File: config.mk
export PLATFORM = sky130hd
export DESIGN_NAME = tx_queue
export DESIGN_NICKNAME = d
export VERILOG_FILES = /design/src/rtl/tx_queue.sv
export SDC_FILE = /design/constraint.sdc
export NUM_CORES = 1
export LEC_CHECK = 0
export ABC_AREA = 1
export BUFFER_PORTS_ARGS = -buffer_cell sky130_fd_sc_hd__buf_2
export CAP_MARGIN = 20
export CORE_MARGIN = 2
export CORE_UTILIZATION = 30
export DETAILED_ROUTE_END_ITERATION = 8
export HOLD_SLACK_MARGIN = 0.02
export SYNTH_ARGS = -nofsm -noshare
export SYNTH_HDL_FRONTEND = slang
export SYNTH_SLANG_ARGS = --single-unit
File: constraint.sdc
create_clock -name clk -period 6.3 [get_ports clk]
set_input_delay 1.26 -clock clk [delete_from_list [all_inputs] [get_ports clk]]
set_output_delay 1.26 -clock clk [all_outputs]
set_load 0.1 [all_outputs]
File: src/rtl/tx_queue.sv
`timescale 1ns/1ps
// tx_queue: DEPTH x 16-bit word FIFO feeding a byte serializer for a UART transmitter.
// Latency: a word pushed into an empty, idle queue is popped one edge later and launched
//          (tx_start) in the following cycle; the high byte goes first, then the low byte.
// Backpressure: full is registered; pushes while full are dropped unless the serializer
//               pops in the same cycle. The serializer waits on tx_rdy before each byte.
// Optional feature: define TXQ_OVERFLOW_EN to add a sticky ovfl flag with ovfl_clr.
module tx_queue #(
  parameter int DEPTH = 8  // power of two, 2..64
) (
  input  logic        clk,
  input  logic        rst,
  input  logic        wr_en,
  input  logic [15:0] wr_data,
  output logic        full,
  output logic        busy,
  input  logic        tx_rdy,
  output logic        tx_start,
  output logic [7:0]  tx_data
`ifdef TXQ_OVERFLOW_EN
  ,
  output logic        ovfl,
  input  logic        ovfl_clr
`endif
);

  // Pointer and count widths; the count needs one extra bit to represent DEPTH itself.
  localparam int            AW         = (DEPTH > 1) ? $clog2(DEPTH) : 1;
  localparam logic [AW:0]   LP_DEPTH   = (AW+1)'(DEPTH);
  localparam logic [AW:0]   LP_CNT_ONE = (AW+1)'(1);
  localparam logic [AW-1:0] LP_PTR_ONE = AW'(1);

  typedef enum logic [2:0] {
    S_IDLE  = 3'd0,
    S_LD_HI = 3'd1,
    S_WT_HI = 3'd2,
    S_LD_LO = 3'd3,
    S_WT_LO = 3'd4
  } state_t;

  // Storage and control state.
  logic [15:0]   r_mem [DEPTH];
  logic [AW-1:0] r_wptr;
  logic [AW-1:0] r_rptr;
  logic [AW:0]   r_count;
  logic          r_full;
  logic [15:0]   r_hold;
  state_t        r_state;

  logic          w_pop;
  logic          w_push;
  logic [AW:0]   w_count_nxt;

  // The serializer pops only from IDLE and only when a word is present; this means a
  // simultaneous push/pop can never happen on an empty FIFO.
  assign w_pop  = (r_state == S_IDLE) && (r_count != '0) && !rst;

  // A push into a full FIFO is still accepted when the pop frees the head slot this cycle.
  assign w_push = wr_en && (!r_full || w_pop) && !rst;

  // Next occupancy: push-only grows, pop-only shrinks, both or neither hold steady.
  always_comb begin
    w_count_nxt = r_count;
    case ({w_push, w_pop})
      2'b10:   w_count_nxt = r_count + LP_CNT_ONE;
      2'b01:   w_count_nxt = r_count - LP_CNT_ONE;
      default: w_count_nxt = r_count;
    endcase
  end

  // Word storage; contents need no reset because pointers and count define validity.
  always_ff @(posedge clk) begin
    if (w_push) begin
      r_mem[r_wptr] <= wr_data;
    end
  end

  // Pointer, count and registered full-flag maintenance.
  always_ff @(posedge clk) begin
    if (rst) begin
      r_wptr  <= '0;
      r_rptr  <= '0;
      r_count <= '0;
      r_full  <= 1'b0;
    end else begin
      if (w_push) begin
        r_wptr <= r_wptr + LP_PTR_ONE;
      end
      if (w_pop) begin
        r_rptr <= r_rptr + LP_PTR_ONE;
      end
      r_count <= w_count_nxt;
      r_full  <= (w_count_nxt == LP_DEPTH);
    end
  end

  // Serializer FSM: pop a word into hold, then hand out high and low byte on tx_rdy.
  always_ff @(posedge clk) begin
    if (rst) begin
      r_state <= S_IDLE;
      r_hold  <= 16'h0000;
    end else begin
      case (r_state)
        S_IDLE: begin
          if (w_pop) begin
            r_hold  <= r_mem[r_rptr];
            r_state <= S_LD_HI;
          end
        end
        S_LD_HI: begin
          if (tx_rdy) begin
            r_state <= S_WT_HI;
          end
        end
        // tx_rdy is expected to drop right after the launch; waiting for it to
        // return high means the transmitter has finished with the high byte.
        S_WT_HI: begin
          if (tx_rdy) begin
            r_state <= S_LD_LO;
          end
        end
        S_LD_LO: begin
          if (tx_rdy) begin
            r_state <= S_WT_LO;
          end
        end
        S_WT_LO: begin
          if (tx_rdy) begin
            r_state <= S_IDLE;
          end
        end
        default: begin
          r_state <= S_IDLE;
        end
      endcase
    end
  end

  // Launch pulse: only the LD states fire, and each LD state always moves on to a WT state,
  // so two back-to-back pulses cannot occur.
  always_comb begin
    tx_start = 1'b0;
    if ((r_state == S_LD_HI) || (r_state == S_LD_LO)) begin
      tx_start = tx_rdy;
    end
  end

  // Byte mux: high byte until the high byte has been handed over, low byte afterwards.
  always_comb begin
    tx_data = r_hold[15:8];
    if ((r_state == S_LD_LO) || (r_state == S_WT_LO)) begin
      tx_data = r_hold[7:0];
    end
  end

  assign full = r_full;
  assign busy = (r_count != '0) || (r_state != S_IDLE);

`ifdef TXQ_OVERFLOW_EN
  logic r_ovfl;
  logic w_reject;

  // A rejected push is a request arriving while full with no same-cycle pop.
  assign w_reject = wr_en && r_full && !w_pop;

  // Sticky overflow flag; a new rejection beats a simultaneous clear.
  always_ff @(posedge clk) begin
    if (rst) begin
      r_ovfl <= 1'b0;
    end else if (w_reject) begin
      r_ovfl <= 1'b1;
    end else if (ovfl_clr) begin
      r_ovfl <= 1'b0;
    end
  end

  assign ovfl = r_ovfl;
`endif

endmodule

==> summary.md <==
| Metric | Value |
|---|---|
| Synth top area share | 58.8% |
| Worst Setup EP | full |
| Worst-margin pin slew | 1.04 ns |
| Clock tree from TritonCTS | done |
| Sequential share of the synthesized area | 68.0% |
| Normalized max-slew margin | 30.6% |
| Final hold violations | 0 |
| Max-cap viol count | 0 |
| Commonest cells in the netlist | sky130_fd_sc_hd__edfxtp_1 (128), sky130_fd_sc_hd__nor2_1 (116), sky130_fd_sc_hd__nand2_1 (108), sky130_fd_sc_hd__nand3_1 (56), sky130_fd_sc_hd__o21ai_0 (54) |
| Per-cell routed wire length | 15.3 um |
| Average vias per placed instance | 4.67 |
| Critical path, cell by cell | buf_2 -> inv_2 -> nand3_2 -> clkinv_2 -> ha_1 -> nand2_1 -> inv_1 -> nor2_1 -> ha_1 -> inv_1 -> o21ai_0 -> nor2_1 -> nand2_1 -> nor2_1 |
| Combinational share of power | 31.0% |
| Final #Nets | 655 |
| Port buffer count | 30 |
| Iteration-0 DRC count of the detailed router | 395 |
| Distinct cell type count of the synthesized netlist | 35 |
| Drt pass-1 iters | 5 |
| VDD IR max | 0.000236 V |
| Routability congestion estimate | 0.783 |
| Ant. Diodes | 0 |
| WP depth | 14 |
| Launch point of the worst reg-to-reg path | r_state[0] |
| Share of the cycle needed by the critical path after routing | 56.0% |
| Filler cells | 2,110 |
| Met2 Use GR | 19.9% |
| Type of the worst min-delay path | reg2reg |
| CTS sink count | 158 |
| Fraction of final layout cells with drive strength greater than 1 | 15.2% |
| Top fanout value on the critical path | 25 |
| Pre-CTS setup slack | 2.32 ns |
| Slowest Stage Delay on Critical Path | 0.40 ns |
| Ratio of total power to cell area | 436 nW/um2 |
| Cell with the most instances after synthesis | sky130_fd_sc_hd__edfxtp_1 |
| Setup tns final | 0 ns |
| Synth top area cells | sky130_fd_sc_hd__edfxtp_1 (59%), sky130_fd_sc_hd__dfxtp_1 (9.2%), sky130_fd_sc_hd__nor2_1 (6.7%) |
| Switching part of the total power | 38.0% |
| Worst setup startpoint | rst |
| Clock root cell | sky130_fd_sc_hd__clkbuf_16 |
| Maximum number of pins on one net before global-route repair | 67 |
| Post-CTS setup buffer count | 0 |
| Worst skew pair latency | 0.43 ns |
| WS Path Type | in2reg |
| Count of antenna-violating nets left after detailed routing | 0 |
| Area of the die | 23,000 um2 |
| Run status | finished, final reports clean |
| Destination of the worst register-to-register timing path | full |
| Pleak | 0.00271 uW |
| Post-Syn Nets | 629 |
| Hold bufs inserted after CTS | 0 |
| Critical path capture point type | flip-flop |
| Reg2Reg Setup Slack | 3.55 ns |
| Area of the core | 21,200 um2 |
| Slowest stage cell on the critical path | sky130_fd_sc_hd__clkinv_2 |
| EDFF count, synth | 128 |
| Number of buffers added by the clock tree synthesis step | 17 |
| RSZ-0062 raised after global routing | no |
| Chip height | 152 um |
| Routed wire length | 14,000 um |
| Sequential group share of total power | 38.3% |
| Number of buffers and inverters on the critical path | 5 |
| Max-slew violations | 0 |
| Internal power | 2030 uW |
| Max Fclk | 0.284 GHz |
| I/O pin count | 31 |
| DR vias | 4,286 |
| Flop and latch count out of synthesis | 158 |
| Total number of yosys warnings | 0 |
| Mean post-synth cell area | 10.8 um2 |
| Maximum count of clock buffers along a single path | 2 |
| Part of the power in the clock network | 30.7% |
| Number of global-route vias before repair | 4,008 |
| Most used flip-flop cell after synthesis | sky130_fd_sc_hd__edfxtp_1 |
| Global-route layer with the greatest usage | met2 |
| Met1 GRT Util | 18.0% |
| Clock period minus worst slack | 3.53 ns |
| Number of H-tree levels | 4 |
| Total global routing track utilization | 13.0% |
| Most prevalent standard cell on the critical path | sky130_fd_sc_hd__nor2_1 |
| Number of rows created at floorplan | 53 |
| Netlist Area Pre-Place | 6530 um2 |
| Post-detailed-route DRC marker count | 0 |
| Post-cts repair resize count | 0 |
| Final setup violating endpoints | 0 |
| Post-layout worst setup margin | 2.77 ns |
| Critical path arrival | 3.90 ns |
| Worst path top cell family by delay | buffers and inverters |
| Initial Utilization | 30.8% |
| Horizontal die dimension | 152 um |
| Net Switching | 1240 uW |
| Worst clock skew | 0.00752 ns |
| Depth of the worst register-to-register path | 15 |
| Post-synthesis cell type with the largest combined area | sky130_fd_sc_hd__edfxtp_1 |
| Reg clk slew, reported paths | 0.07 ns |
| Total congestion overflow | 0 |
| Wire length of the first global-routing pass | 22,000 um |
| DP Wirelength | 8320 um |
| P&R area growth vs syn | 15.1% |
| Required arrival time at the worst endpoint | 6.67 ns |
| Share of synthesized registers carrying an async set or reset | 0% |
| Initial antenna violation count | 0 |
| Syn Inst Count | 604 |
| Met3 GRT Util | 3.47% |
| Startpoint type of the worst setup path | input pin |
[power groups by stage]
stage	registers, uW	clock network, uW	logic (uW)
CTS	1260	1020	1020
global route	1270	1060	1140
floorplan	1290	0	800
global placement	1280	0	1010
detailed placement	1280	0	1020
finish	1260	1010	1020
[tightest hold or removal path, delay by kind of cell (launching register included)]
family / cells / cell delay, ns
flops: 1 / 0.31
simple gates: 1 / 0.06
compound gates: 1 / 0.05
[registers in the layout, summed over array words and instances (netlist names)]
name and cells:
full 1, r_count 4, r_rptr 3, r_wptr 3, r_hold 16, r_state 3, r_mem 128
[area by class of cell]
class | instances | area [um2] | area share [%]
flip-flops and latches | 158 | 4450 | 59.2
inverters | 23 | 90.1 | 1.20
repair buffers | 36 | 210 | 2.80
clock inverters | 15 | 150 | 2.00
multi-input cells | 394 | 1850 | 24.6
clock buffers | 17 | 425 | 5.66
well taps | 275 | 344 | 4.58
[cell families after synthesis]
group           Yosys count  synth area share, %
simple gates            300                 19.5
flops                   158                 68.0
compound gates           79                 6.09
buf+inv                  52                 3.77
mux                       8                 1.38
fa+ha+maj                 5                0.958
xor+xnor                  2                0.268
[how the worst min path moves through the flow]
stage | endpoint | cells after the start | slack (ns) | startpoint
after floorplan | r_hold[1] | 2 | 0.44 | r_hold[1]
after global placement | r_hold[15] | 2 | 0.45 | r_hold[15]
final | r_hold[6] | 2 | 0.46 | r_hold[6]
after global routing | r_hold[15] | 2 | 0.49 | r_hold[15]
after CTS | r_hold[5] | 2 | 0.46 | r_hold[5]
after detailed placement | r_hold[5] | 2 | 0.45 | r_hold[5]
[layer usage]
| layer | share of wire [%] | vias up |
|---|---|---|
| li1 | - | 2131 |
| met2 | 44 | 115 |
| met5 | 0 | - |
| met3 | 6.0 | 17 |
| met4 | 1.5 | 0 |
| met1 | 48 | 2023 |
[cells in the final DEF, fill, tap and decap left out, types with 2 or more instances in the layout]
cell                        instances
sky130_fd_sc_hd__nor2_2             7
sky130_fd_sc_hd__a21oi_1           22
sky130_fd_sc_hd__buf_2             30
sky130_fd_sc_hd__nor3_1             2
sky130_fd_sc_hd__dfxtp_2            2
sky130_fd_sc_hd__edfxtp_1         128
sky130_fd_sc_hd__nor2_1           113
sky130_fd_sc_hd__nand2_1          108
sky130_fd_sc_hd__clkinv_4           2
sky130_fd_sc_hd__inv_2              4
sky130_fd_sc_hd__inv_1             16
sky130_fd_sc_hd__clkbuf_16         17
sky130_fd_sc_hd__mux2_2             8
sky130_fd_sc_hd__dfxtp_1           28
sky130_fd_sc_hd__o21ai_0           54
sky130_fd_sc_hd__buf_4              4
sky130_fd_sc_hd__buf_8              2
sky130_fd_sc_hd__inv_6              7
sky130_fd_sc_hd__clkinv_1           3
sky130_fd_sc_hd__ha_1               5
sky130_fd_sc_hd__inv_8              3
sky130_fd_sc_hd__nand3_1           56
sky130_fd_sc_hd__nand2_2            4
sky130_fd_sc_hd__nand4_1            3
[stage by stage]
stage	util [%]	hold slack (ns)	power [uW]	std cells	instance area [um2]
3_5_place_dp	32.7	0.454	2300	886	6940
6_report	35.4	0.464	3280	918	7520
3_3_place_gp	32.6	0.452	2290	884	6910
5_1_grt	35.4	0.489	3460	918	7520
4_1_cts	35.4	0.464	3300	918	7520
2_1_floorplan	-	0.440	2090	604	6530
Note: power is estimated with default switching activity, not from simulation.
